**config.mk**
```make
export PLATFORM = sky130hd
export DESIGN_NAME = sfp_link_sequencer
export DESIGN_NICKNAME = d
export VERILOG_FILES = /design/src/rtl/sfp_link_sequencer.sv
export SDC_FILE = /design/constraint.sdc
export NUM_CORES = 1
export LEC_CHECK = 0
export BUFFER_PORTS_ARGS = -buffer_cell sky130_fd_sc_hd__buf_2
export CORE_ASPECT_RATIO = 0.7
export CORE_MARGIN = 1
export CORE_UTILIZATION = 36
export CTS_BUF_LIST = sky130_fd_sc_hd__clkbuf_16
export DETAILED_ROUTE_END_ITERATION = 7
export GPL_ROUTABILITY_DRIVEN = 0
export GPL_TIMING_DRIVEN = 0
export SLEW_MARGIN = 10
export SYNTH_ARGS = -nofsm -noshare
export SYNTH_HDL_FRONTEND = slang
export SYNTH_SLANG_ARGS = --single-unit
```
**constraint.sdc**
```tcl
create_clock -name aclk -period 3.2 [get_ports aclk]
set_input_delay 0 -clock aclk [delete_from_list [all_inputs] [get_ports aclk]]
set_output_delay 0 -clock aclk [all_outputs]
set_load 0.01 [all_outputs]
```
**src/rtl/sfp_link_sequencer.sv**
```systemverilog
// sfp_link_sequencer: SFP/GTY bring-up sequencer with timeouts, retry limit, LOS debounce and lane select.
module sfp_link_sequencer #(
   parameter int HOLD_CYCLES     = 1000,
   parameter int TIMEOUT_CYCLES  = 1250000,
   parameter int DEBOUNCE_CYCLES = 125,
   parameter int MAX_RETRY       = 3,
   parameter int DEFAULT_LANE    = 2
) (
   input  logic       aclk,
   input  logic       aresetn,
   input  logic [1:0] lane_sel_in,
   input  logic       lane_sel_load,
   input  logic       pll_lock,
   input  logic [3:0] tx_reset_done,
   input  logic [3:0] rx_reset_done,
   input  logic       sfp_los,
   input  logic       sfp_mod_abs,
   output logic [1:0] lane_sel,
   output logic       gt_reset,
   output logic       sfp_tx_disable,
   output logic       link_up,
   output logic       fault,
   output logic [3:0] retry_cnt,
   output logic [2:0] state
);
   localparam int CW = 24;
   typedef enum logic [2:0] {
      S_IDLE = 3'd0, S_DISABLE = 3'd1, S_RESET_GT = 3'd2, S_WAIT_PLL = 3'd3,
      S_WAIT_DONE = 3'd4, S_UP = 3'd5, S_FAULT = 3'd6
   } state_e;
   state_e          state_q, state_d, to_state;
   logic [CW-1:0]   cnt_q, cnt_d, los_q, los_d, los_inc;
   logic [3:0]      retry_q, retry_d, retry_inc;
   logic [1:0]      lane_q, lane_d;
   logic            gt_q, txd_q, link_q, fault_q;
   logic            load_ok, hold_done, timeout, lane_done, los_exp;
   always_comb begin
      load_ok   = lane_sel_load && (state_q == S_IDLE || state_q == S_UP || state_q == S_FAULT);
      hold_done = cnt_q == CW'(HOLD_CYCLES - 1);
      timeout   = cnt_q == CW'(TIMEOUT_CYCLES - 1);
      lane_done = tx_reset_done[lane_q] && rx_reset_done[lane_q];
      los_inc   = los_q + CW'(1);
      los_exp   = sfp_los && los_inc == CW'(DEBOUNCE_CYCLES);
      retry_inc = retry_q + 4'd1;
      to_state  = retry_inc == 4'(MAX_RETRY) ? S_FAULT : S_DISABLE;
      state_d   = state_q;
      retry_d   = retry_q;
      lane_d    = load_ok ? lane_sel_in : lane_q;
      if (sfp_mod_abs) begin
         state_d = S_IDLE;
         retry_d = '0;
      end else begin
         case (state_q)
            S_IDLE:      state_d = S_DISABLE;
            S_DISABLE:   state_d = hold_done ? S_RESET_GT : S_DISABLE;
            S_RESET_GT:  state_d = hold_done ? S_WAIT_PLL : S_RESET_GT;
            S_WAIT_PLL:
               if (pll_lock) state_d = S_WAIT_DONE;
               else if (timeout) begin
                  state_d = to_state;
                  retry_d = retry_inc;
               end
            S_WAIT_DONE:
               if (!pll_lock) state_d = S_WAIT_PLL;
               else if (lane_done) state_d = S_UP;
               else if (timeout) begin
                  state_d = to_state;
                  retry_d = retry_inc;
               end
            S_UP:
               if (load_ok) begin
                  state_d = S_DISABLE;
                  retry_d = '0;
               end else if (!pll_lock) begin
                  state_d = S_DISABLE;
                  retry_d = retry_inc;
               end else if (los_exp) state_d = S_DISABLE;
            S_FAULT:
               if (load_ok) begin
                  state_d = S_DISABLE;
                  retry_d = '0;
               end
            default:     state_d = S_IDLE;
         endcase
      end
      // UP always holds a zero retry count, however it was entered
      if (state_d == S_UP) retry_d = '0;
      cnt_d = state_d != state_q ? '0 : cnt_q + CW'(1);
      los_d = state_q == S_UP && state_d == S_UP && sfp_los ? los_inc : '0;
   end
   // Status outputs are registered from the next state so they track state exactly
   always_ff @(posedge aclk or negedge aresetn) begin
      if (!aresetn) begin
         state_q <= S_IDLE;
         cnt_q   <= '0;
         los_q   <= '0;
         retry_q <= '0;
         lane_q  <= 2'(DEFAULT_LANE);
         gt_q    <= 1'b1;
         txd_q   <= 1'b1;
         link_q  <= 1'b0;
         fault_q <= 1'b0;
      end else begin
         state_q <= state_d;
         cnt_q   <= cnt_d;
         los_q   <= los_d;
         retry_q <= retry_d;
         lane_q  <= lane_d;
         gt_q    <= state_d == S_IDLE || state_d == S_RESET_GT || state_d == S_FAULT;
         txd_q   <= state_d != S_UP;
         link_q  <= state_d == S_UP;
         fault_q <= state_d == S_FAULT;
      end
   end
   assign state          = state_q;
   assign lane_sel       = lane_q;
   assign retry_cnt      = retry_q;
   assign gt_reset       = gt_q;
   assign sfp_tx_disable = txd_q;
   assign link_up        = link_q;
   assign fault          = fault_q;
endmodule

```
==> results of run 1 <==
[registers in the layout, indices dropped and copies added (netlist names)]
| name | cells |
|---|---|
| cnt_q | 24 |
| fault | 1 |
| gt_reset | 1 |
| lane_sel | 2 |
| link_up | 1 |
| los_q | 24 |
| retry_cnt | 4 |
| sfp_tx_disable | 1 |
| state | 3 |
[per-stage QoR]
| step | std cells | setup TNS, ns | hold slack [ns] |
|---|---|---|---|
| detailed placement | 604 | -1.508 | 0.1404 |
| CTS | 624 | 0 | 0.06156 |
| floorplan | 428 | 0 | -0.2956 |
| global route | 624 | -0.004217 | 0.1146 |
| global placement | 604 | -0.2025 | 0.2324 |
| finish | 624 | 0 | 0.08774 |
[worst paths after layout]
kind | start | to | slack (ns) | cells past startpoint
max | retry_cnt[1] | cnt_q[22] | 0.13 | 9
min | sfp_los | los_q[23] | 0.09 | 3
max reg2reg | retry_cnt[1] | cnt_q[22] | 0.13 | 9
min reg2reg | cnt_q[0] | cnt_q[0] | 0.48 | 1
max in group asynchronous | aresetn | los_q[16] | 2.38 | 2
min in group asynchronous | aresetn | cnt_q[19] | 0.31 | 2
[cell families after synthesis]
| logic type | Yosys count | synth area share [%] |
|---|---|---|
| AOI/OAI and AO/OA | 83 | 17.05 |
| xor gates and xnor gates | 48 | 10.55 |
| adders and majority gates | 5 | 1.570 |
| buffers and inverters | 43 | 4.772 |
| DFF | 61 | 38.40 |
| muxes | 3 | 1.130 |
| and+or+nand+nor | 185 | 26.53 |
[synth_stat cells (10+ instances only)]
master	instances	area, um2
a2111oi_0	20	175.2
buf_2	10	50.05
clkbuf_1	16	60.06
dfrtp_1	58	1451
inv_1	13	48.80
nand2_1	29	108.9
nand3_1	29	145.1
nand4_1	14	87.58
nor2_1	24	90.09
nor3_1	11	55.05
nor4_1	29	181.4
xnor2_1	29	254.0
xor2_1	19	166.4
[report_power, final]
| part | total (mW) | switching [mW] | internal (mW) | leakage [nW] |
|---|---|---|---|---|
| clock network | 1.02 | 0.345 | 0.670 | 0.155 |
| logic | 0.102 | 0.0636 | 0.0382 | 0.835 |
| registers | 0.798 | 0.0115 | 0.787 | 0.835 |
[metal layers]
| metal | vias to the layer above | GRT usage (%) |
|---|---|---|
| met1 | 1738 | 30.07 |
| met3 | 12 | 4.583 |
| met4 | 0 | 6.373 |
| li1 | 1732 | - |
| met5 | - | 0 |
| met2 | 109 | 24.68 |
[critical path: cells and delay by family (launching register included)]
family                     cells  cell delay [ns]
AOI/OAI and AO/OA              5             1.20
DFF                            1             0.44
and+or+nand+nor                2             0.89
adders and majority gates      1             0.23
buffers and inverters          1             0.17
[what timing repair did]
item                                    4_1_cts  5_1_grt
cloned                                        0        0
endpoints found under the hold margin        64        0
setup buffers                                 0        1
pin swaps                                     0        1
gates resized for setup                       7       37
endpoints found under the setup margin       39       52
hold buffers                                  4        0
[cell type report]
cell class	instances	area share, %
Multi-Input combinational cell	324	49.92
Sequential cell	61	31.83
Clock buffer	9	4.685
Timing Repair Buffer	33	3.956
Tap cell	148	3.852
Buffer	28	2.967
Clock inverter	7	1.692
Inverter	14	1.093
[placed cells by master, fill, tap and decap left out, types with 14 or more instances in the layout]
master and n:
buf_2 37, dfrtp_1 58, inv_1 14, nand2_1 29, nand3_1 27, nand4_1 14
nor2_1 24, nor4_1 27, xnor2_1 29, xor2_1 19
==> results.toml, run 1 <==
[routing]
routedWlPerCell_um = 16.58
dr_wl_met2_um = 4045
ant_nets = 0
viasPerCell = 5.755
wirelength_um = 10350
wl_met3_um = 571
top_layer_used = "met4"
firstDrtPassIters = 5
first_iter_violations = 225
vias = 3591
route.detailed.drc = 0
wl_met1_um = 5568

[final_layout]
drive_above_1_share_pct = 21.64
multi_input_area_um2 = 2400
final-seq-area_um2 = 1530
syn_to_final_growth_pct = 20.63
final_util_pct = 45.56
final_area_um2 = 4807
fillers = 1011
n_antenna_cell = 0
nets = 492

[global_route]
grt_pass1_vias = 3337
overflow = 0
grt_max_degree = 62
grt_pass1_wl_um = 17390
antenna_found_initial = 0
grt_usage_pct = 19.09

[clock_network]
cts.sinks = 61
cts.reportedPaths.clkPinSlew_ns = 0.06
cts_tree = "yes"
h-tree-depth = 3
cts_buffer_depth = 2
cts_buffers = 9
clock_latency_ns = 0.33
cts-root-buf = "clkbuf_16"

[logic_synthesis]
synth_edf_count = 0
ys_ff_latch = 61
dominantRegCellSynth = "dfrtp_1"
syn-instance-count = 428
synth_nets = 449
seq_area_frac_synth_pct = 38.40
yosys_warnings = 0
synth_cell_type_count = 73
netlist_area_um2 = 3985
syn_area_per_cell_um2 = 9.311
synth-async-reset-ratio_pct = 100.0

[floorplanning]
fp.dieArea_um2 = 11500
row_count = 31
dieHeight_um = 90.03
boundaryPins = 29
start_util_pct = 37.77
fp.dieW_um = 127.8
core_um2 = 10550

[flow_run]
drv_cap = 0

[placement]
dp_slack_ns = -0.1047
placed_area_um2 = 4313
io_buffers = 28
place_hpwl_um = 7318

[status]
status = "finished clean"

[sta]
timing.fmax_mhz = 325.9
relSlewSlack_pct = 47.42
finalSetupViolations = 0
period_needed_ns = 3.068
worst_pin_slew_ns = 0.7888
maxSlewViolCount = 0
finClkSkew_ns = 0.006613
min_period_over_period_pct = 95.88
setup_slack_ns = 0.1320
hold_violations = 0

[critical_path]
end_kind = "flip-flop"
start_kind = "flip-flop"
path_class = "reg -> reg"
critPathMaxStageDelay_ns = 0.71
path_cells = "ha_2 > or4b_2 > o31ai_4 > nand4b_4 > a32o_1 > a21bo_2 > o21ai_4 > buf_6 > a2111oi_0"
critPathRequiredTime_ns = 3.39
critPathArrivalTime_ns = 3.26
slowest_stage = "or4b_2"
cp_max_fo = 10

[pwr]
max-vdd-ir-drop_v = 0.0002814
power.total_mw = 1.915
power.density_nw_per_um2 = 398.4
p_leak_nw = 1.826

[min_path]
hold_path_class = "in -> reg"
Note: power is estimated with default switching activity, not from simulation.
==> run 2: changes to the inputs <==
--- a/config.mk
+++ b/config.mk
@@ -8,3 +8,2 @@
 export BUFFER_PORTS_ARGS = -buffer_cell sky130_fd_sc_hd__buf_2
-export CORE_ASPECT_RATIO = 0.7
 export CORE_MARGIN = 1
==> constraint.sdc (replaced) <==
create_clock -name aclk -period 3.2 [get_ports aclk]
set_input_delay 0.96 -clock aclk [delete_from_list [all_inputs] [get_ports aclk]]
set_output_delay 0.96 -clock aclk [all_outputs]
set_load 0.01 [all_outputs]
==> run 2 against run 1 <==
  * Clock power decreased by 4%
  * Sequential cell count unchanged
  * Design area decreased by 2.0%
  * Sequential power about the same
  * Register-to-register slack got worse by 0.03 ns
  * Global-route usage decreased by 0.60 points
  * First-iteration DRC count decreased by 37%
  * Final cell count decreased by 1.8%
  * Non-clock buffer count decreased by 3
  * Total power decreased by 2.2%
  * Combinational power decreased by 7%
  * Core utilization decreased by 1.9 points
  * Largest power group unchanged
==> results.toml, run 2 (synthesis gave the netlist of run 1 again) <==
[clock_network]
cts_buffer_depth = 2
cts_tree = "yes"
cts.sinks = 61
h-tree-depth = 3
hold_buffers = 0
cts-root-buf = "clkbuf_16"
clock_latency_ns = 0.34
cts.reportedPaths.clkPinSlew_ns = 0.06
cts_buffers = 9

[routing]
route.detailed.drc = 0
firstDrtPassIters = 4
vias = 3645
wirelength_um = 10300
routedWlPerCell_um = 16.80
viasPerCell = 5.946
first_iter_violations = 141
ant_nets = 0

[sta]
setup_tns_ns = 0
worst_pin_slew_ns = 0.7754
timing.fmax_mhz = 323.1
finalSetupViolations = 0
relSlewSlack_pct = 48.31
hold_violations = 0
min_period_over_period_pct = 96.72
whs_ns = 0.4899
finClkSkew_ns = 0.005889
maxSlewViolCount = 0
period_needed_ns = 3.095
grt_setup_unrepaired = "true"

[final_layout]
mostFrequentLayoutCell = "dfrtp_1"
finalNonFillerCells = 613
drive_above_1_share_pct = 21.56
nets = 489
layout_common_cells = "57 x dfrtp_1, 39 x buf_2, 29 x nand2_1, 29 x xnor2_1"
n_antenna_cell = 0
syn_to_final_growth_pct = 18.24
final_area_um2 = 4712

[global_route]
grt_pass1_wl_um = 16920
overflow = 0
grt_usage_pct = 18.49
antenna_found_initial = 0
grt_max_degree = 62
grt_pass1_vias = 3579

[critical_path]
start_kind = "flip-flop"
cp_max_fo = 10
critPathRequiredTime_ns = 3.40
critPathArrivalTime_ns = 3.30
reg2reg_depth = 9
end_kind = "flip-flop"
path_class = "reg -> reg"

[floorplanning]
core_um2 = 10790
boundaryPins = 29
fp.dieW_um = 107.2
row_count = 38
dieHeight_um = 107.2
start_util_pct = 36.92
fp.dieArea_um2 = 11490

[status]
status = "finished clean"

[placement]
place_hpwl_um = 7195
io_buffers = 28
placed_area_um2 = 4303
dp.cells = 596

[pwr]
max-vdd-ir-drop_v = 0.0002317
power.density_nw_per_um2 = 397.7
p_leak_nw = 1.791

[min_path]
hold_path_class = "reg -> reg"
min_path_cells = 1

[flow_run]
drv_cap = 0
## run 2: cell count changes in the layout (fill, tap and decap cells not counted), moves of 2 or more
cell	delta
a2111oi_0	+2
a2111oi_2	-3
buf_2	+2
clkinv_1	-2
clkinv_4	+2
dlygate4sd3_1	-4
## run 2: through the flow
stage                     setup WS (ns)  power (mW)  util (%)
final                            0.1051       1.874     43.66
after global routing           -0.02324       1.932     43.66
after CTS                     0.0003222       1.888     42.84
after global placement          -0.2945      0.9006     39.84
after floorplan                  0.3471      0.8555         -
after detailed placement        -0.3107      0.9036     39.87
## run 2: worst paths after layout
check,from,end,slack [ns]
worst max-delay path,retry_cnt[1],cnt_q[16],0.11
worst min-delay path,cnt_q[0],cnt_q[0],0.49
worst max register to register,retry_cnt[1],cnt_q[16],0.11
worst min register to register,cnt_q[0],cnt_q[0],0.49
max in group asynchronous,aresetn,retry_cnt[0],1.96
min in group asynchronous,aresetn,cnt_q[15],0.70
## run 2: layout make-up
class                      instances  area (um2)
clock buffer                       9       225.2
timing repair buffer              29       150.1
multi-input combinational        324        2362
buffer                            29       141.4
tap                              140       175.2
clock inverter                     7       73.82
fill                            1026        6081
sequential                        61        1531
inverter                          14       52.55
## run 2: critical path: stages, from the launching register on
cell	delay (ns)
dfrtp_1	0.45
ha_1	0.27
or4b_2	0.68
o31ai_2	0.16
nand4b_4	0.19
a32o_1	0.31
a21bo_2	0.23
o21ai_4	0.10
buf_6	0.16
a2111oi_1	0.41
## run 2: power breakdown
group / total (mW) / switching [mW] / internal, mW
Combinational: 0.0950 / 0.0615 / 0.0335
Clock: 0.982 / 0.377 / 0.605
Sequential: 0.797 / 0.0108 / 0.786
## run 2: what timing repair did
item                                    CTS  global route
buffers inserted                          0             1
pin swaps                                 1             2
gates resized for setup                   9            26
endpoints found under the setup margin   36            45
## run 2: routing by layer
layer	up-vias	wire length [um]	share of wire, %	global-route usage [%]
li1	1716	-	-	-
met1	1817	4579	44	22.83
met2	87	5023	49	31.20
met3	25	451	4.4	4.195
met4	0	244	2.4	7.241
met5	-	0	0	0
